===== config.mk =====
export PLATFORM = sky130hd
export DESIGN_NAME = if_fetch_unit
export DESIGN_NICKNAME = d
export VERILOG_FILES = /design/src/rtl/if_fetch_unit.sv
export SDC_FILE = /design/constraint.sdc
export NUM_CORES = 1
export LEC_CHECK = 0
export CORE_MARGIN = 3
export CORE_UTILIZATION = 57
export CTS_CLUSTER_SIZE = 8
export DETAILED_ROUTE_END_ITERATION = 10
export DONT_BUFFER_PORTS = 1
export PLACE_DENSITY = 0.75
export SLEW_MARGIN = 20
export SYNTH_ARGS = -nofsm -noshare
export SYNTH_HDL_FRONTEND = slang
export SYNTH_SLANG_ARGS = --single-unit
export TNS_END_PERCENT = 100

===== constraint.sdc =====
create_clock -name clk -period 2.5 [get_ports clk]
set_input_delay 0.5 -clock clk [delete_from_list [all_inputs] [get_ports clk]]
set_output_delay 0.5 -clock clk [all_outputs]
set_load 0.02 [all_outputs]

===== src/rtl/if_fetch_unit.sv =====
// Instruction fetch stage: owns the PC, issues in-order imem requests, buffers
// returned instructions and hands them to IF/ID over valid/ready.
module if_fetch_unit #(
  parameter logic [15:0] RESET_PC  = 16'h0000,
  parameter int unsigned BUF_DEPTH = 2
) (
  input  logic        clk,
  input  logic        rst,
  input  logic        redirect_valid,
  input  logic [15:0] redirect_pc,
  output logic        imem_req_valid,
  output logic [15:0] imem_req_addr,
  input  logic        imem_req_ready,
  input  logic        imem_rsp_valid,
  input  logic [15:0] imem_rsp_data,
  output logic        out_valid,
  input  logic        out_ready,
  output logic [15:0] pc_out,
  output logic [15:0] pc2_out,
  output logic [15:0] instr_out
);

  localparam int unsigned   CW       = $clog2(BUF_DEPTH + 1);
  localparam int unsigned   PW       = (BUF_DEPTH > 1) ? $clog2(BUF_DEPTH) : 1;
  localparam logic [CW:0]   DEPTH_L  = (CW + 1)'(BUF_DEPTH);
  localparam logic [PW-1:0] LAST_PTR = PW'(BUF_DEPTH - 1);

  logic [15:0]   fetch_pc;
  logic [15:0]   rsp_pc;
  logic [CW-1:0] outstanding;
  logic [CW-1:0] drop;
  logic [CW-1:0] occ;
  logic [PW-1:0] wr_ptr;
  logic [PW-1:0] rd_ptr;
  logic [15:0]   buf_pc    [BUF_DEPTH];
  logic [15:0]   buf_instr [BUF_DEPTH];

  logic [CW:0]   inflight;
  logic          req_fire;
  logic          rsp_fire;
  logic          push;
  logic          pop;
  logic [CW-1:0] outstanding_nxt;
  logic [15:0]   redirect_aligned;

  function automatic logic [PW-1:0] ptr_inc(input logic [PW-1:0] p);
    return (p == LAST_PTR) ? '0 : p + 1'b1;
  endfunction

  // Credits count both buffered and in-flight entries, so a push never finds the buffer full.
  assign inflight         = {1'b0, occ} + {1'b0, outstanding};
  assign imem_req_valid   = !rst && (inflight < DEPTH_L);
  assign imem_req_addr    = fetch_pc;
  assign req_fire         = imem_req_valid && imem_req_ready;
  assign rsp_fire         = imem_rsp_valid && (outstanding != '0);
  assign push             = rsp_fire && (drop == '0);
  assign pop              = out_valid && out_ready;
  assign outstanding_nxt  = outstanding + CW'(req_fire) - CW'(rsp_fire);
  assign redirect_aligned = redirect_pc & 16'hFFFE;

  assign out_valid = (occ != '0);
  assign pc_out    = out_valid ? buf_pc[rd_ptr] : '0;
  assign pc2_out   = out_valid ? buf_pc[rd_ptr] + 16'd2 : '0;
  assign instr_out = out_valid ? buf_instr[rd_ptr] : '0;

  always_ff @(posedge clk) begin
    if (rst) begin
      fetch_pc    <= RESET_PC;
      rsp_pc      <= RESET_PC;
      outstanding <= '0;
      drop        <= '0;
      occ         <= '0;
      wr_ptr      <= '0;
      rd_ptr      <= '0;
    end else if (redirect_valid) begin
      // Everything still in flight, including a request taken this cycle, becomes a drop.
      fetch_pc    <= redirect_aligned;
      rsp_pc      <= redirect_aligned;
      outstanding <= outstanding_nxt;
      drop        <= outstanding_nxt;
      occ         <= '0;
      wr_ptr      <= '0;
      rd_ptr      <= '0;
    end else begin
      outstanding <= outstanding_nxt;
      if (req_fire) fetch_pc <= fetch_pc + 16'd2;
      if (rsp_fire && (drop != '0)) drop <= drop - 1'b1;
      if (push) begin
        wr_ptr <= ptr_inc(wr_ptr);
        rsp_pc <= rsp_pc + 16'd2;
      end
      if (pop) rd_ptr <= ptr_inc(rd_ptr);
      case ({push, pop})
        2'b10:   occ <= occ + 1'b1;
        2'b01:   occ <= occ - 1'b1;
        default: ;
      endcase
    end
  end

  always_ff @(posedge clk) begin
    if (!rst && !redirect_valid && push) begin
      buf_pc[wr_ptr]    <= rsp_pc;
      buf_instr[wr_ptr] <= imem_rsp_data;
    end
  end

endmodule


* Yosys cells after proc, flatten, opt, wreduce, memory -nomap -nowiden
Memory sizes are Yosys's and may differ from the RTL's. A register that Yosys moved wholly into a read port is not among the register bits. Index checks and enable logic that the tools add are counted.
Storage, ports and cells: flip-flop bits (word level) 40, RAM bits 64, bits of input ports 38, output and inout bits 66, word-level logic and storage cells 62, memories kept 2
Memories:
- buf_instr | depth 2, width 16, read ports 1, clocked after memory_dff 1, wr ports 1, RTL line 36 | logic [15:0] buf_instr [BUF_DEPTH];
- buf_pc | depth 2, width 16, read ports 1, clocked after memory_dff 1, wr ports 1, RTL line 35 | logic [15:0] buf_pc [BUF_DEPTH];
Cells by class: add/subtract/negate cells 11, order comparisons 1, equality and inequality tests 2, multiplexer cells 18, reduce and logical (&&, ||, !) cells 19
Operators with widths (count):
- $mux 16 | 7
- $add 16x2->16 const B | 3
- $reduce_bool 2->1 | 7
- $logic_and 1x1->1 | 8
- $mux 1 | 8
- $mux 2 | 2
- $pmux 2 s2 | 1
- $sub 2x1->2 const B | 2
- $add 2x2->3 | 1
- $lt 3x2->1 const B | 1
- $add 1x1->1 const B | 2
- $add 2x1->2 | 1
- $add 2x1->2 const B | 1
- $eq 2x1->1 const B | 1
- $eq 2x2->1 const B | 1
- $logic_not 1->1 | 2
- $logic_not 2->1 | 1
- $reduce_or 2->1 | 1
- $sub 2x1->2 | 1

* Longest topological paths before layout
Gate-level depths: netlist of run 1.
depth after elaboration 7, depth in mapped cells 11

* Worst setup path after synthesis of run 1
No wires, ideal clock.
path type register to output, start point register (tool-made name), end point output port pc2_out[11], arrival time 2.325 ns, slack -0.325 ns, cell stages (with the launch flop) 10, path buffers 3, path through dfxtp_1 -> buf_2 -> buf_2 -> buf_2 -> mux2_2 -> ha_1 -> inv_1 -> a211o_1 -> o21a_1 -> nor3_1
RTL lines:
- end: declaration | RTL line 19 | output logic [15:0] pc2_out,

==> impl_metrics.ini, run 1 <==
[cts]
cts_buffers = 9
root_buffer = clkbuf_8
clock-sinks = 101
cts_buffer_depth = 2
clkLatencyLatePin_ns = 0.36
clkSlewWorstSetupHoldPaths_ns = 0.10
hold_buffers = 0
cts_tree = yes
htree_levels = 3

[power_and_ir_drop]
irDropWorstVdd_v = 0.000368
p_leak_nw = 2.00
p_int_w = 0.00259
p_sw_w = 0.00120
power_frac_seq_pct = 52.3
cellPowerDensity_nw_per_um2 = 656
pwr-share-clk_pct = 25.5
power_w = 0.00379
combinationalPowerShare_pct = 22.1
switching_share_pct = 31.7

[critical_path]
crit_type = reg -> out
reg2reg_slack_ns = 0.11
cp_max_fo = 6
reg2reg_from = outstanding[0]$_SDFF_PP0_
cp.required_ns = 2.00
path_buf_inv = 3
cpMaxStageDelayCell = a222oi_1
cp_cell_sequence = buf_6 -> nand3b_1 -> a222oi_1 -> buf_4 -> nand2_2 -> a31oi_2 -> buf_4
reg2reg_depth = 11
crit_family = compound AO/OA/AOI/OAI gates
r2r-end = drop[1]$_SDFFE_PP0P_
worst_path_largest_cell_delay_ns = 0.46
cp_common_cell = buf_4
crit_arrival_ns = 2.27
endpoint_kind = primary output
startpoint_type = flip-flop

[worst_hold_path]
hold_depth = 1
hp-class = in -> reg
min_delay_worst_endpoint = outstanding[0]$_SDFF_PP0_
hold_path_startpoint = rst

[synthesis]
yosysSeqAreaShare_pct = 53.8
synth-seq-cells = 101
syn_avg_cell_area_um2 = 11.1
synthFlopType = edfxtp_1
ys_warn_count = 0
synth_edf_count = 62
async_flop_share_pct = 0
synthDistinctLibCells = 63
netlist_area_um2 = 4910
synthCells = 444

[sta]
slew_headroom_pct = 61.8
rsz0062_at_grt = yes
worst_pin_slew_ns = 0.574
setup_violations = 10
fmax_mhz = 361
whs_ns = 0.190
fin_crit_sh_pct = 111
drv_slew = 0
final-hold-violation-count = 0
finClkSkew_ns = 0.0105
setup_ws_ns = -0.268
post-route-min-period_ns = 2.77

[placement]
dp_slack_ns = 0.00760
dp.cells = 565
place_congestion = 0.788
dpl.hpwl_mm = 7.37
io_buffers = 0

[detailed_routing]
dr.first_iter.drc_count = 150
viasPerCell = 6.10
ant_nets = 0
routed-via-count = 3589
drc = 0
wl_mm = 11.1
wire_per_inst_um = 18.9
firstDrtPassIters = 5

[layout]
insertedDiodeCount = 0
final_nets = 525
finish.utilization_pct = 69.7
drive_gt1_share_pct = 22.6
syn2layout_area_growth_pct = 17.8
final_cells = 588

[die]
initial_core_util_pct = 59.2
rows = 33
io_pins = 104
dieArea_um2 = 9770
die_y_um = 98.8
coreArea_um2 = 8300
fp.dieW_um = 98.8

[global_routing]
grt_pass1_wl_mm = 17.0
overflow = 0
grt_max_degree = 37
track_usage_pct = 21.4
grt_pass1_vias = 3519
antenna_found_initial = 0

[outcome]
violations = negative setup slack
run_status = finished with violations

[job]
cap_violations = 0
synthesized netlist by cell type, types with 3 or more instances:
cell | instances | area share [%]
nor3_1 | 18 | 1.8
clkbuf_1 | 8 | 0.61
o21a_1 | 10 | 1.5
o22ai_1 | 4 | 0.51
a31oi_1 | 8 | 1.0
o21ai_0 | 10 | 1.0
nand4_1 | 10 | 1.3
buf_1 | 3 | 0.23
buf_4 | 3 | 0.46
nor2_1 | 52 | 4.0
mux2i_1 | 30 | 6.1
and2_1 | 11 | 1.4
or3_1 | 4 | 0.51
mux2_2 | 6 | 1.4
and4_1 | 3 | 0.53
buf_2 | 5 | 0.51
nand2_1 | 21 | 1.6
and3b_1 | 3 | 0.53
a211oi_1 | 5 | 0.76
a21boi_0 | 9 | 1.4
o31a_1 | 3 | 0.53
ha_1 | 7 | 1.8
xnor2_1 | 19 | 3.4
nor4_1 | 6 | 0.76
inv_1 | 14 | 1.1
a21boi_1 | 3 | 0.46
nand3_1 | 14 | 1.4
edfxtp_1 | 62 | 38
a21oi_1 | 5 | 0.51
dfxtp_1 | 39 | 16
xor2_1 | 10 | 1.8
power groups by stage:
| stage | Clock (W) | Sequential, W | Combinational [W] |
|---|---|---|---|
| CTS | 0.000980 | 0.00198 | 0.000800 |
| global placement | 0 | 0.00202 | 0.000714 |
| global route | 0.00106 | 0.00200 | 0.000910 |
| floorplan | 0 | 0.00201 | 0.000557 |
| finish | 0.000969 | 0.00199 | 0.000840 |
| detailed placement | 0 | 0.00202 | 0.000737 |
registers in the layout, indices dropped and copies added, names as in the netlist, named ones only:
register	count
occ	2
rsp_pc	15
outstanding	2
wr_ptr	1
buf_instr	32
buf_pc	30
drop	2
rd_ptr	1
imem_req_addr	15
stage by stage:
stage	TNS [ns]	area [um^2]
floorplan	-14.98	4990
global placement	0	5270
detailed placement	0	5270
CTS	-0.611	5620
global route	-2.37	5790
finish	-1.59	5790
routing by layer:
metal	GRT usage [%]	vias up	share of wire, %
met5	0	-	0
met4	6.62	0	1.5
met3	6.51	16	8.6
met2	36.5	157	49
met1	26.1	1717	40
li1	-	1699	-
cell type report:
| cell class | instances | area [um^2] |
|---|---|---|
| Multi-Input combinational cell | 308 | 2390 |
| Inverter | 17 | 66.3 |
| Clock buffer | 9 | 124 |
| Sequential cell | 101 | 2650 |
| Clock inverter | 6 | 55.1 |
| Timing Repair Buffer | 42 | 364 |
| Tap cell | 105 | 131 |
| Fill cell | 586 | 2510 |
layout by cell type (no fill, tap or decap), types with 3 or more instances in the layout:
cell type  Yosys  layout
o21ai_0       10       9
nand4_1       10      10
mux2i_1       30      28
xor2_1        10       9
nor3_1        18      14
a21boi_1       3       3
dfxtp_1       39      34
nor2_1        52      47
o31a_1         3       3
or3_1          4       4
nand3_1       14      14
and4_1         3       3
clkinv_4       0       3
nor4_4         1       3
inv_1         14      12
ha_1           7       4
mux2_4         0       4
edfxtp_1      62      62
a21boi_0       9       9
a31oi_1        8       7
a21oi_1        5       5
xnor2_1       19      19
ha_4           0       3
o21a_1        10      10
nor4_1         6       5
conb_1         1       3
buf_6          1       5
and3b_1        3       3
dfxtp_2        0       4
and2_1        11      10
nor2_2         0       5
a211oi_1       5       4
clkbuf_8       0       9
buf_4          3      35
o22ai_1        4       4
nand2_1       21      20
what timing repair did:
action | in CTS | in global routing
pin swaps | 6 | 7
gates cloned | 0 | 1
setup endpoints to repair | 12 | 15
buffers inserted | 2 | 5
gates resized for setup | 28 | 26
worst max path at each step:
| stage | start | cells after the start | endpoint |
|---|---|---|---|
| after global routing | flip-flop | 7 | pc2_out[10] |
| after floorplan | redirect_valid | 4 | buf_instr[0][0]$_DFFE_PP_ |
| after CTS | flip-flop | 6 | pc2_out[5] |
| final | flip-flop | 7 | pc2_out[10] |
| after detailed placement | outstanding[0]$_SDFF_PP0_ | 11 | drop[1]$_SDFFE_PP0P_ |
| after global placement | outstanding[0]$_SDFF_PP0_ | 11 | drop[1]$_SDFFE_PP0P_ |
cell families (layout without fill, tap and decap cells):
family	Yosys count	in the layout	synth area share, %
buffers and inverters	37	74	3.39
flip-flops	101	101	53.8
multiplexers	37	37	7.72
XOR/XNOR	29	29	5.17
other	1	3	0.0763
AO/OA/AOI/OAI	74	74	10.8
AND/OR/NAND/NOR	157	157	16.9
adder cells (fa/ha/maj)	8	8	2.19
Note: power is estimated with default switching activity, not from simulation.
==> inputs of run 2 (changes only) <==
--- a/config.mk
+++ b/config.mk
@@ -11,6 +11,7 @@
 export DETAILED_ROUTE_END_ITERATION = 10
 export DONT_BUFFER_PORTS = 1
 export PLACE_DENSITY = 0.75
+export REMOVE_ABC_BUFFERS = 1
 export SLEW_MARGIN = 20
 export SYNTH_ARGS = -nofsm -noshare
 export SYNTH_HDL_FRONTEND = slang
==> run 2 against run 1 <==
The flow still finishes with violations (negative setup slack); clock skew shrank 0.00067 ns; die area is the same; sequential power is essentially flat; first-iteration DRC count shrank 6.7%; worst hold slack lost 0.0096 ns; fmax shrank 2.3%; sequential cell count is the same; core utilization grew 0.57 points; global-route usage grew 0.83 points; combinational power grew 2%; critical path type unchanged.
==> impl_metrics.ini, run 2 (same netlist as run 1, synthesis figures left out) <==
[outcome]
run_status = finished with violations
violations = negative setup slack

[layout]
final_cell_mix = edfxtp_1, nor2_1, buf_4
final_nets = 531
drive_gt1_share_pct = 23.9
largest_reg_flops = 32
reg_top3 = buf_instr: 32 flops, buf_pc: 30 flops
syn2layout_area_growth_pct = 18.7
final_cells = 595
insertedDiodeCount = 0
layout_commonest_cell = edfxtp_1
regMostFlops = buf_instr
fillCellCount = 585

[placement]
dpl.hpwl_mm = 7.38
place_congestion = 0.826
dp.cells = 568
io_buffers = 0
dp_slack_ns = -0.137

[detailed_routing]
wl_met1_mm = 4.45
route.met3.wl_um = 969
wl_mm = 11.2
routed-via-count = 3609
viasPerCell = 6.07
dr.first_iter.drc_count = 140
wire_per_inst_um = 18.8
wl_met2_mm = 5.51
ant_nets = 0
dr.max_layer_used = met4
drc = 0
firstDrtPassIters = 5

[sta]
post-route-min-period_ns = 2.83
fin_crit_sh_pct = 113
rsz0062_at_grt = yes
setup_violations = 11
final-hold-violation-count = 0
fmax_mhz = 353
finClkSkew_ns = 0.00982
drv_slew = 0
worst_pin_slew_ns = 0.615
slew_headroom_pct = 57.8
whs_ns = 0.181
setup_ws_ns = -0.333

[global_routing]
antenna_found_initial = 0
grt_pass1_vias = 3565
grt_pass1_wl_mm = 17.4
overflow = 0
track_usage_pct = 22.2
grt_max_degree = 32

[cts]
clkLatencyLatePin_ns = 0.37
clock-sinks = 101
cts_tree = yes
cts_buffer_depth = 2
htree_levels = 3
cts_buffers = 9
root_buffer = clkbuf_8
clkSlewWorstSetupHoldPaths_ns = 0.10
hold_buffers = 0

[critical_path]
cp_max_fo = 7
reg2reg_slack_ns = -0.03
cpMaxStageDelayCell = dfxtp_4
cp_cell_sequence = buf_12 -> nand3b_1 -> buf_6 -> a222oi_1 -> buf_4 -> nand2_2 -> a31oi_2 -> buf_4
startpoint_type = flip-flop
worst_path_largest_cell_delay_ns = 0.39
cp_common_cell = buf_4
endpoint_kind = primary output
crit_type = reg -> out
crit_arrival_ns = 2.33
cp.required_ns = 2.00

[job]
cap_violations = 0

[worst_hold_path]
hp-class = in -> reg

[die]
io_pins = 104
initial_core_util_pct = 59.2
dieArea_um2 = 9770
die_y_um = 98.8
coreArea_um2 = 8300
fp.dieW_um = 98.8
rows = 33

[power_and_ir_drop]
p_leak_nw = 1.99
irDropWorstVdd_v = 0.000347
power_w = 0.00381
cellPowerDensity_nw_per_um2 = 653
==> run 2: cell count changes in the layout (fill, tap and decap cells not counted), sizes merged <==
cell      before  now
inv           18   19
clkinv         5    3
bufbuf         0    1
buf           41   46
clkinvlp       0    2
==> run 2: layer usage <==
metal,vias up,GRT usage [%]
li1,1716,-
met4,0,8.19
met2,155,36.7
met1,1713,27.4
met5,-,0
met3,25,7.15
==> run 2: worst max-delay path: cells and delay by family (launching register included) <==
| family | cells | cell delay (ns) |
|---|---|---|
| buf+inv | 4 | 0.68 |
| compound gates | 2 | 0.62 |
| flops | 1 | 0.39 |
| simple gates | 2 | 0.27 |
==> run 2: path summary, 6_finish.rpt <==
path	cells after the start	startpoint	end
worst max-delay path	8	flip-flop	pc2_out[10]
worst min-delay path	1	rst	imem_req_addr[11]$_SDFFE_PP0P_
worst max register to register	11	outstanding[0]$_SDFF_PP0_	drop[1]$_SDFFE_PP0P_
worst min register to register	0	rsp_pc[12]$_SDFFE_PP0P_	buf_pc[0][12]$_DFFE_PP_
==> run 2: area by class of cell <==
type / instances / area (um^2) / share of cell area [%]
Multi-Input combinational cell: 308 / 2380 / 40.8
Timing Repair Buffer: 48 / 427 / 7.31
Inverter: 17 / 68.8 / 1.18
Clock inverter: 7 / 55.1 / 0.944
Sequential cell: 101 / 2650 / 45.4
Clock buffer: 9 / 124 / 2.12
Tap cell: 105 / 131 / 2.25
==> run 2: what timing repair did <==
| item | 4_1_cts | 5_1_grt |
|---|---|---|
| gates cloned | 1 | 1 |
| setup buffers | 4 | 5 |
| setup endpoints to repair | 14 | 16 |
| pin swaps | 15 | 12 |
| resized for setup | 39 | 18 |
==> run 2: where the power goes <==
part	internal (W)	switching, W
Sequential	0.00187	0.000108
Combinational	0.000348	0.000507
Clock	0.000375	0.000596
==> run 2: stage by stage <==
stage / instance area (um^2) / util [%] / TNS, ns
after floorplan: 4820 / - / -19.67
after global placement: 5250 / 63.3 / -0.0482
after detailed placement: 5250 / 63.3 / -0.138
after CTS: 5690 / 68.6 / -0.908
after global routing: 5830 / 70.3 / -2.51
final: 5830 / 70.3 / -1.68
==> inputs of run 3 (changes only) <==
--- a/config.mk
+++ b/config.mk
@@ -6,11 +6,10 @@
 export NUM_CORES = 1
 export LEC_CHECK = 0
 export CORE_MARGIN = 3
-export CORE_UTILIZATION = 57
+export CORE_UTILIZATION = 49
 export CTS_CLUSTER_SIZE = 8
 export DETAILED_ROUTE_END_ITERATION = 10
 export DONT_BUFFER_PORTS = 1
-export PLACE_DENSITY = 0.75
 export REMOVE_ABC_BUFFERS = 1
 export SLEW_MARGIN = 20
 export SYNTH_ARGS = -nofsm -noshare
==> constraint.sdc (replaced) <==
create_clock -name clk -period 3.5 [get_ports clk]
set_input_delay 0.7 -clock clk [delete_from_list [all_inputs] [get_ports clk]]
set_output_delay 0.7 -clock clk [all_outputs]
set_load 0.02 [all_outputs]
==> run 3 against run 2 <==
The flow now finishes without violations; critical path depth is 2 lower; combinational power is 45% lower; register-to-register slack better by 0.69 ns; largest cell class unchanged; highest routed layer unchanged.
==> impl_metrics.ini, run 3 (same netlist as run 1, synthesis figures left out) <==
[die]
die_y_um = 106
io_pins = 104
coreArea_um2 = 9500
initial_core_util_pct = 51.7
fp.dieW_um = 106
dieArea_um2 = 11300
rows = 35

[cts]
post_cts_buffers = 0
hold_buffers = 0
cts_resized = 0
root_buffer = clkbuf_8
cts_buffer_depth = 2
clkLatencyLatePin_ns = 0.36
clkSlewWorstSetupHoldPaths_ns = 0.10
cts_buffers = 9
cts_tree = yes
clock-sinks = 101
htree_levels = 3

[detailed_routing]
firstDrtPassIters = 4
viasPerCell = 5.75
drc = 0
dr.first_iter.drc_count = 85
ant_nets = 0
routed-via-count = 3363
wire_per_inst_um = 17.4
wl_mm = 10.2

[critical_path]
startpoint_type = flip-flop
crit_type = reg -> out
cp.required_ns = 2.80
endpoint_kind = primary output
reg2reg_slack_ns = 0.66
cp_max_fo = 19
crit_arrival_ns = 2.57

[layout]
regMostFlops = buf_instr
final_nets = 497
final_cell_area_um2 = 5300
final_cell_mix = edfxtp_1, nor2_1, dfxtp_1
largest_reg_flops = 32
drive_gt1_share_pct = 10.1
syn2layout_area_growth_pct = 7.84
layout_commonest_cell = edfxtp_1
reg_top3 = buf_instr: 32 flops, buf_pc: 30 flops
insertedDiodeCount = 0

[placement]
dpl.hpwl_mm = 7.21
io_buffers = 0
postPlaceCellArea_um2 = 5110
place_congestion = 0.819

[global_routing]
grt_pass1_vias = 3280
grt_pass1_wl_mm = 16.4
grt_max_degree = 32
antenna_found_initial = 0
overflow = 0
track_usage_pct = 18.1

[job]
cap_violations = 0

[sta]
drv_slew = 0
slew_headroom_pct = 54.1
fmax_mhz = 306
setup_violations = 0
finClkSkew_ns = 0.00910
rsz0062_at_grt = no
final-hold-violation-count = 0
fin_crit_sh_pct = 93.5
worst_pin_slew_ns = 0.688
post-route-min-period_ns = 3.27

[power_and_ir_drop]
p_sw_w = 0.000807
p_leak_nw = 1.71
cellPowerDensity_nw_per_um2 = 488
combinationalPowerShare_pct = 18.2
switching_share_pct = 31.2
pwr-share-clk_pct = 26.6
irDropWorstVdd_v = 0.000240
p_int_w = 0.00178
power_frac_seq_pct = 55.2
power_w = 0.00258

[worst_hold_path]
hp-class = in -> reg

[outcome]
run_status = complete, no violations
[run 3: cell types whose count changed in the layout (fill, tap and decap cells not counted), sizes merged]
cell / previous run / this run
buf: 46 / 14
clkinv: 3 / 4
inv: 19 / 18
clkinvlp: 2 / 1
bufbuf: 1 / 0
[run 3: area by class of cell]
cell class | instances | area (um^2)
Inverter | 17 | 66.3
Fill cell | 851 | 4200
Multi-Input combinational cell | 308 | 2130
Clock buffer | 10 | 128
Tap cell | 129 | 161
Timing Repair Buffer | 14 | 109
Clock inverter | 6 | 53.8
Sequential cell | 101 | 2650
[run 3: routing by layer]
metal / vias up / routed length, um / GRT usage, %
li1: 1644 / - / -
met1: 1605 / 4560 / 23.3
met2: 106 / 4790 / 29.4
met3: 8 / 772 / 6.01
met4: 0 / 85 / 4.72
met5: - / 0 / 0
[run 3: power by group through the flow]
stage	sequential [W]	combinational [W]	clock (W)
floorplan	0.00143	0.000364	0
global placement	0.00145	0.000464	0
detailed placement	0.00145	0.000474	0
CTS	0.00143	0.000477	0.000706
global route	0.00144	0.000524	0.000749
finish	0.00143	0.000470	0.000688
[run 3: final timing paths]
path                               start                             end  cells after the start
setup / recovery               flip-flop                     pc2_out[15]                      6
hold / removal                       rst  imem_req_addr[11]$_SDFFE_PP0P_                      1
setup reg to reg     occ[0]$_SDFFE_PP0P_            drop[1]$_SDFFE_PP0P_                     11
hold reg to reg   rsp_pc[7]$_SDFFE_PP0P_          buf_pc[0][7]$_DFFE_PP_                      0
[run 3: per-stage QoR]
stage	TNS, ns	instances	setup WS (ns)	hold slack [ns]	util [%]
3_5_place_dp	0	569	0.481	0.492	53.8
4_1_cts	0	585	0.0223	0.374	55.7
2_1_floorplan	-1.02	426	-0.204	0.456	-
6_report	0	585	0.229	0.388	55.8
5_1_grt	0	585	0.0808	0.370	55.8
3_3_place_gp	0	569	0.524	0.478	53.8
[run 3: worst max-delay path, cell delays in order (launching register included)]
cell and delay, ns:
dfxtp_4 0.49, mux2_2 0.22, ha_1 0.25, inv_1 0.09, a211o_1 0.30, nor4_1 0.41, mux2_2 0.45
